## src/rtl/rgb_to_ycc_ci_if.sv

```systemverilog
// Custom-instruction bus between the Nios II core (master) and the RGB->YCbCr unit (slave).
// Handshake: start is a one-cycle request honoured only when the unit is idle and clk_en=1;
// done is a one-enabled-cycle pulse marking result valid, and result holds until the next completion.
interface rgb_to_ycc_ci_if;
    logic        clk_en;
    logic        start;
    logic [1:0]  n;
    logic [31:0] data_a;
    logic [31:0] data_b;
    logic        done;
    logic [31:0] result;
    logic [1:0]  dbg_state;

    modport master (
        output clk_en, start, n, data_a, data_b,
        input  done, result, dbg_state
    );

    modport slave (
        input  clk_en, start, n, data_a, data_b,
        output done, result, dbg_state
    );
endinterface

```

## src/rtl/rgb_to_ycc_ci.sv

```systemverilog
// Multi-cycle RGB888 -> JFIF YCbCr conversion with one shared signed MAC.
// Walks R, G, B coefficient terms per component; n=3 runs Y, Cb, Cr back to back and packs them.
module rgb_to_ycc_ci #(
    parameter int FRAC_BITS = 16,
    parameter bit ROUND     = 1'b1
) (
    input logic            clk,
    input logic            reset,
    rgb_to_ycc_ci_if.slave ci
);

    typedef enum logic [1:0] {
        IDLE = 2'd0,
        ACC  = 2'd1,
        SAT  = 2'd2
    } state_t;

    state_t             state_q, state_d;
    logic [1:0]         comp_q, comp_d;
    logic [1:0]         term_q, term_d;
    logic [1:0]         n_q, n_d;
    logic signed [26:0] acc_q, acc_d;
    logic [7:0]         r_q, r_d, g_q, g_d, b_q, b_d;
    logic [7:0]         y_q, y_d, cb_q, cb_d;
    logic               done_q, done_d;
    logic [31:0]        result_q, result_d;

    logic [7:0]         chan;
    logic signed [16:0] coef_sel;
    logic signed [25:0] prod;
    logic signed [26:0] shifted;
    logic [7:0]         sat_val;
    logic [1:0]         first_comp;
    logic               unused_bits;

    assign unused_bits = ^{ci.data_b, ci.data_a[31:24]};

    function automatic logic signed [16:0] coef(input logic [1:0] c, input logic [1:0] t);
        logic signed [16:0] k;
        k = 17'sd0;
        case ({c, t})
            4'b00_00: k = 17'sd19595;
            4'b00_01: k = 17'sd38470;
            4'b00_10: k = 17'sd7471;
            4'b01_00: k = -17'sd11056;
            4'b01_01: k = -17'sd21712;
            4'b01_10: k = 17'sd32768;
            4'b10_00: k = 17'sd32768;
            4'b10_01: k = -17'sd27440;
            4'b10_10: k = -17'sd5328;
            default:  k = 17'sd0;
        endcase
        return k;
    endfunction

    // Chroma carries a +128 offset; the rounding half-LSB is folded into the same preload.
    function automatic logic signed [26:0] preload(input logic [1:0] c);
        logic signed [26:0] p;
        p = (c == 2'd0) ? 27'sd0 : (27'sd128 <<< FRAC_BITS);
        if (ROUND)
            p = p + (27'sd1 <<< (FRAC_BITS - 1));
        return p;
    endfunction

    always_comb begin
        state_d  = state_q;
        comp_d   = comp_q;
        term_d   = term_q;
        n_d      = n_q;
        acc_d    = acc_q;
        r_d      = r_q;
        g_d      = g_q;
        b_d      = b_q;
        y_d      = y_q;
        cb_d     = cb_q;
        done_d   = done_q;
        result_d = result_q;

        chan       = (term_q == 2'd0) ? r_q : (term_q == 2'd1) ? g_q : b_q;
        coef_sel   = coef(comp_q, term_q);
        prod       = coef_sel * $signed({1'b0, chan});
        shifted    = acc_q >>> FRAC_BITS;
        first_comp = (ci.n == 2'd3) ? 2'd0 : ci.n;

        if (shifted < 27'sd0)
            sat_val = 8'd0;
        else if (shifted > 27'sd255)
            sat_val = 8'd255;
        else
            sat_val = shifted[7:0];

        if (ci.clk_en) begin
            done_d = 1'b0;
            case (state_q)
                IDLE: begin
                    if (ci.start) begin
                        r_d     = ci.data_a[23:16];
                        g_d     = ci.data_a[15:8];
                        b_d     = ci.data_a[7:0];
                        n_d     = ci.n;
                        comp_d  = first_comp;
                        acc_d   = preload(first_comp);
                        term_d  = 2'd0;
                        state_d = ACC;
                    end
                end
                ACC: begin
                    acc_d  = acc_q + {prod[25], prod};
                    term_d = term_q + 2'd1;
                    if (term_q == 2'd2)
                        state_d = SAT;
                end
                SAT: begin
                    if (n_q != 2'd3) begin
                        result_d = {24'h0, sat_val};
                        done_d   = 1'b1;
                        state_d  = IDLE;
                    end else if (comp_q == 2'd2) begin
                        result_d = {8'h00, y_q, cb_q, sat_val};
                        done_d   = 1'b1;
                        state_d  = IDLE;
                    end else begin
                        if (comp_q == 2'd0)
                            y_d = sat_val;
                        else
                            cb_d = sat_val;
                        comp_d  = comp_q + 2'd1;
                        acc_d   = preload(comp_q + 2'd1);
                        term_d  = 2'd0;
                        state_d = ACC;
                    end
                end
                default: state_d = IDLE;
            endcase
        end
    end

    always_ff @(posedge clk) begin
        if (reset) begin
            state_q  <= IDLE;
            comp_q   <= 2'd0;
            term_q   <= 2'd0;
            n_q      <= 2'd0;
            acc_q    <= 27'sd0;
            r_q      <= 8'd0;
            g_q      <= 8'd0;
            b_q      <= 8'd0;
            y_q      <= 8'd0;
            cb_q     <= 8'd0;
            done_q   <= 1'b0;
            result_q <= 32'd0;
        end else begin
            state_q  <= state_d;
            comp_q   <= comp_d;
            term_q   <= term_d;
            n_q      <= n_d;
            acc_q    <= acc_d;
            r_q      <= r_d;
            g_q      <= g_d;
            b_q      <= b_d;
            y_q      <= y_d;
            cb_q     <= cb_d;
            done_q   <= done_d;
            result_q <= result_d;
        end
    end

    assign ci.done      = done_q;
    assign ci.result    = result_q;
    assign ci.dbg_state = state_q;

endmodule

```

## src/flat_wrapper.sv

```systemverilog
// flat-port wrapper written by rule: the top's interface ports become plain ports
module rgb_to_ycc_ci_flat 
#(
    parameter int FRAC_BITS = 16,
    parameter bit ROUND     = 1'b1
)
  (clk, reset, ci_clk_en, ci_start, ci_n, ci_data_a, ci_data_b, ci_done, ci_result, ci_dbg_state);
  rgb_to_ycc_ci_if ci_i ();
  input logic clk;
  input logic reset;
  input wire logic [$bits(ci_i.clk_en)-1:0] ci_clk_en;
  input wire logic [$bits(ci_i.start)-1:0] ci_start;
  input wire logic [$bits(ci_i.n)-1:0] ci_n;
  input wire logic [$bits(ci_i.data_a)-1:0] ci_data_a;
  input wire logic [$bits(ci_i.data_b)-1:0] ci_data_b;
  output wire logic [$bits(ci_i.done)-1:0] ci_done;
  output wire logic [$bits(ci_i.result)-1:0] ci_result;
  output wire logic [$bits(ci_i.dbg_state)-1:0] ci_dbg_state;
  assign ci_i.clk_en = ci_clk_en;
  assign ci_i.start = ci_start;
  assign ci_i.n = ci_n;
  assign ci_i.data_a = ci_data_a;
  assign ci_i.data_b = ci_data_b;
  assign ci_done = ci_i.done;
  assign ci_result = ci_i.result;
  assign ci_dbg_state = ci_i.dbg_state;
  rgb_to_ycc_ci #(.FRAC_BITS(FRAC_BITS), .ROUND(ROUND)) u_core (.clk(clk), .reset(reset), .ci(ci_i));
endmodule
```

## config.mk

```make
export PLATFORM = sky130hd
export DESIGN_NAME = rgb_to_ycc_ci_flat
export DESIGN_NICKNAME = d
export VERILOG_FILES = /design/src/rtl/rgb_to_ycc_ci_if.sv /design/src/rtl/rgb_to_ycc_ci.sv /design/src/flat_wrapper.sv
export SDC_FILE = /design/constraint.sdc
export NUM_CORES = 1
export LEC_CHECK = 0
export ABC_AREA = 1
export BUFFER_PORTS_ARGS = -buffer_cell sky130_fd_sc_hd__buf_4
export CAP_MARGIN = 20
export CELL_PAD_IN_SITES_DETAIL_PLACEMENT = 0
export CELL_PAD_IN_SITES_GLOBAL_PLACEMENT = 2
export CORE_ASPECT_RATIO = 0.5
export CORE_MARGIN = 3
export CORE_UTILIZATION = 35
export CTS_CLUSTER_DIAMETER = 120
export DETAILED_ROUTE_END_ITERATION = 8
export PLACE_DENSITY_LB_ADDON = 0.1
export SLEW_MARGIN = 25
export SYNTH_ARGS = -nofsm -noshare
export SYNTH_HDL_FRONTEND = slang
export SYNTH_SLANG_ARGS = --single-unit
```

## constraint.sdc

```tcl
create_clock -name clk -period 7.33 [get_ports clk]
set_input_delay 1.466 -clock clk [delete_from_list [all_inputs] [get_ports clk]]
set_output_delay 1.466 -clock clk [all_outputs]
set_load 0.1 [all_outputs]
```

==> Word-level counts from Yosys, hierarchy flattened <==
Memory sizes are Yosys's and may differ from the RTL's.
Cells that the tools add are included.
{ "op_classes": {"add_sub_neg": 5, "multipliers": 1, "n_lt_le_gt_ge": 2, "n_eq_ne": 11, "mux": 29, "n_bitwise": 3, "n_reduce_logical": 15} }
{ "ops": {"columns": ["operator", "count"], "rows": [
  ["$mux W27", 3],
  ["$pmux W27 S3", 1],
  ["$mux W32", 2],
  ["$add A27 B17 Y27 const B", 2],
  ["$mux W24", 2],
  ["$mux W8", 4],
  ["$add A27 B27 Y27", 1],
  ["$mul A17 B9 Y26", 1],
  ["$mux W2", 10],
  ["$reduce_and A5 Y1", 4],
  ["$pmux W2 S3", 2],
  ["$gt A11 B9 Y1 const B", 1],
  ["$lt A11 B1 Y1 const B", 1],
  ["$logic_not A2 Y1", 5],
  ["$reduce_and A3 Y1", 3],
  ["$eq A2 B2 Y1 const B", 4],
  ["$ne A2 B2 Y1 const B", 4],
  ["$add A2 B1 Y2 const B", 2],
  ["$eq A2 B1 Y1 const B", 2],
  ["$mux W1", 4],
  ["$pmux W2 S2", 1],
  ["$reduce_bool A2 Y1", 2],
  ["$not A1 Y1", 3],
  ["$reduce_bool A3 Y1", 1],
  ["$ne A2 B1 Y1 const B", 1]
]} }
{ "totals": {"reg_bits": 108, "rom_bits": 272, "in_bits": 70, "out_inout_bits": 35, "word_cells": 79, "n_memories": 1} }
{ "mem_list": {"columns": ["name", "depth", "word_bits", "rd", "rd_clocked_by_memory_dff", "wr", "line_no", "source"], "rows": [
  ["(no name shown)", 16, 17, 1, 0, 0, "rgb_to_ycc_ci.sv:41", "case ({c, t})"]
]} }

==> Longest topological paths before layout <==
{ "logic_depth": {"word_depth": 7, "depth_mapped": 41} }

==> Least setup slack after synthesis <==
No wires, ideal clock.
{ "synth_timing": {"kind": "flip-flop to flip-flop", "startpoint": "register u_core.term_q[0]", "endpoint": "register u_core.acc_q[25]", "arrival_ns": 6.280, "t_required_ns": 7.196, "slack_ns": 0.917, "path_stages_with_launch": 32, "synth_period_minus_slack_ns": 6.413, "path_cell_list": "dfxtp_1 inv_1 ha_1 inv_1 buf_2 o21ai_0 inv_1 clkbuf_1 nand2_1 fa_1 inv_1 fa_1 fa_1 inv_1 fa_1 inv_1 ha_1 inv_1 o21ai_1 o21bai_1 nand2_1 nand3_1 a21oi_1 o31ai_1 xor2_1 ha_1 a21oi_1 o21ai_0 a221oi_1 nand4_1 nand3_1 a21oi_1"} }
{ "synth_between": {"elab_chain_cells": 6} }
{ "synth_lines": {"columns": ["item", "line_no", "source"], "rows": [
  ["from (decl)", "rgb_to_ycc_ci.sv:20", "logic [1:0] term_q, term_d;"],
  ["from (signal assigned)", "rgb_to_ycc_ci.sv:155", "term_q <= term_d;"],
  ["branches (longest 3 deep; another with $mem_v2 Z16 W17)", null, null],
  ["$mul A17 B9 Y26 (*)", "rgb_to_ycc_ci.sv:81", "prod = coef_sel * $signed({1'b0, chan});"],
  ["$add A27 B27 Y27 (*)", "rgb_to_ycc_ci.sv:108", "acc_d = acc_q + {prod[25], prod};"],
  ["$pmux W27 S3 (*)", "rgb_to_ycc_ci.sv:94", "case (state_q)"],
  ["to (signal assigned)", "rgb_to_ycc_ci.sv:144", "acc_q <= 27'sd0;"],
  ["to (signal assigned)", "rgb_to_ycc_ci.sv:157", "acc_q <= acc_d;"],
  ["to (decl)", "rgb_to_ycc_ci.sv:22", "logic signed [26:0] acc_q, acc_d;"]
]} }
Mark *: on every way between the ends.
A chain may end at the register's enable or synchronous reset.

==> Worst setup path in the final report <==
{ "layout_timing": {"startpoint": "register u_core.term_q[0]", "endpoint": "register u_core.acc_q[23]"} }
Same word-level chain as after synthesis.

==> impl_results.md <==
- Critical path fanouts, max: 7
- # port buffers: 56
- Met3 wire len: ~1.4 mm
- Worst VDD drop: roughly 150 uV
- Cell area after layout: 12600 sq um
- Switching power: roughly 1.8 mW
- CP max-delay cell: fa_1
- Detailed Place HPWL: between 20 and 30 mm
- CP bufs+invs: 8
- Crit path kind: reg2reg
- CTS buffer count: 9
- RSZ-0062 raised after global routing: false
- Synthesized flop and latch total: 100
- Worst-Skew Late Latency: ~0.38 ns
- Inst Count DP: between 1500 and 2000
- Met2 wire length: 13.7 mm
- Post-synth top area cell: fa_1
- WL final: 32.3 mm
- Fill cells: ~3100
- Most frequent cell after synthesis: inv_1
- Antenna violations before repair: 0
- Area growth from synthesis to layout: 19.1%
- Final Hold Violating Endpoints: 0
- Synth unique cells: 43
- Share of cells above drive strength 1: between 10% and 20%
- Clock Pin Slew Worst Setup and Hold Paths: approximately 0.070 ns
- Largest net degree at the start of global routing: 47
- Worst min path class: reg2reg
- Drt via density: just under 5
- Hold_ws: 0.463 ns
- Sw Ratio: roughly half
- GPL Wtd Cong: ~0.85
- Via count: 9654
- Sequential share of power: ~17%
- Wl on met1: about 17 mm
- Register area: between 2000 and 2500 sq um
- Startpoint Class: flop
- Crit path time final: approximately 7 ns
- Top cells by instance count after synthesis: 271 x inv_1, 260 x nand2_1, 179 x nor2_1
- Critical Path Max Stage Delay: around 0.55 ns
- Die X: approximately 250 um
- Total track usage: between 20% and 30%
- Final net count: ~1900
- Worst-Margin Slew: slightly below 1 ns
- Clock root cell: clkbuf_16
- CP top delay family: adder cells
- Row count: 44
- Max-slew headroom: a little over a third
- Synthesized cell area: 10500 sq um
- CTS tree: yes
- Post-DR wirelength/cell: 16.1 um
- TritonRoute pass-1 iters: 4
- Critical path endpoint category: flop
- Die area: around 32000 sq um
- Predominant post-synthesis flop cell: dfxtp_1
- Vias in the first global route: 9600
- Syn Inst Count: 1471
- DIE HEIGHT: roughly 130 um
- Syn_area_per_cell: around 7 sq um
- Ports: between 100 and 150
- Post-synthesis sequential area ratio: between 10% and 20%
- Endpoints failing setup: 0
- Status: finished clean
- Internal power: 1.79 mW
- Bufs on Longest Clock Path: 2
- Clk sinks: 100
- Total Power: approximately 3.6 mW
- Multi-input combinational cell area: 7470 sq um
- H-tree depth: 3
- Leakage power: roughly 6.4 nW
- Starting DRT DRC Count: approximately 530
- Drc violations: 0
- Max Slew Vio Count: 0
- Initial Util: ~36%
- Share of the synthesized area in the top cell type: about a fifth
- ANT cells: 0
- PwrDens: 283 nW/um^2
- Antenna Nets Post-Route: 0
- Setup TNS: 0 ns
- Area post-placement: 12000 sq um
- Total gr overflow: 0
- Final Non-Filler Cells: between 2000 and 2500
- F_max: approximately 0.14 GHz
- Clock Power Share: between 10% and 20%
- Ranking of synthesized cells by area: fa_1 20%, dfxtp_1 19%, ha_1 11%
- Yosys warning count: 0
- WP data arrival: 7.27 ns
- Clk_skew: ~0.020 ns
- Max cap viols: 0
- Async SR Flop Fraction: 0%
- Post-synth EDFFs: 0
- Comb pwr share: a little over two thirds
- Critical path data required time: 7.64 ns
- Top routing layer used: met4
- Global-route wire length before repair: between 50 and 60 mm
- Fin crit share: between 90% and 100%
- Core area: between 20000 and 30000 sq um
## cell type report
class | instances | area share (%)
multi-input cells | 1056 | 59.5
flip-flops and latches | 100 | 16.0
repair buffers | 164 | 9.84
inverters | 279 | 8.43
well taps | 391 | 3.90
clock buffers | 9 | 1.79
clock inverters | 7 | 0.558
repair inverters | 1 | 0.0598
## stage by stage
stage | util, % | setup WS (ns)
after floorplan | - | 0.917
after global placement | 41.0 | 0.0890
after detailed placement | 41.0 | -0.0353
after CTS | 42.1 | 0.000426
after global routing | 42.8 | 0.000169
final | 42.8 | 0.370
## worst paths after layout
path	start	endpoint	slack, ns	cells after the start
min reg2reg	u_core.r_q[6]	u_core.r_q[6]	0.46	2
max	u_core.term_q[0]	u_core.acc_q[23]	0.37	30
max reg2reg	u_core.term_q[0]	u_core.acc_q[23]	0.37	30
min	u_core.r_q[6]	u_core.r_q[6]	0.46	2
## cell families after synthesis
| family | share of synthesized area [%] |
|---|---|
| flip-flops | 19.0 |
| AO/OA/AOI/OAI | 14.0 |
| other | 0.0356 |
| XOR/XNOR | 1.83 |
| buffers and inverters | 12.1 |
| AND/OR/NAND/NOR | 21.7 |
| adder cells (fa/ha/maj) | 31.2 |
## repair_timing
item | in CTS | in global routing
pin swaps | 0 | 4
endpoints found under the setup margin | 5 | 12
hold buffers | 0 | 0
resized for setup | 3 | 43
buffers inserted | 2 | 4
gates cloned | 0 | 1
## routing by layer
metal | global-route usage (%) | vias to the layer above
li1 | - | 4887
met1 | 30.4 | 4561
met2 | 32.2 | 186
met3 | 3.39 | 20
met4 | 4.02 | 0
met5 | 0 | -
## registers in the layout, indices dropped and copies added, names as in the netlist, 8 cells and up
name              count
u_core.b_q            8
u_core.cb_q           8
u_core.r_q            8
u_core.acc_q         27
u_core.y_q            8
u_core.ci.result     24
u_core.g_q            8
## worst register-to-register path, delay by kind of cell, from the launching register on
family	cells	cell delay, ns
and+or+nand+nor	8	1.16
xor gates and xnor gates	2	0.48
adders and majority gates	7	2.94
AOI/OAI and AO/OA	5	0.94
DFF	1	0.36
buffers and inverters	8	1.02
## placed cells by master (no fill, tap or decap), types with 14 or more instances in the layout
master,instances
nand3_1,61
buf_4,163
nor2_1,172
nand2_1,257
inv_1,267
o21ai_0,96
fa_1,107
a21oi_1,132
ha_1,87
xor2_1,14
dfxtp_1,99
## power by group through the flow
stage	Sequential (mW)	Clock (mW)	Combinational (mW)
floorplan	0.601	0	1.44
global placement	0.606	0	2.35
detailed placement	0.607	0	2.36
CTS	0.594	0.511	2.39
global route	0.599	0.529	2.78
finish	0.595	0.492	2.47
(Power assumes the default switching activity.)
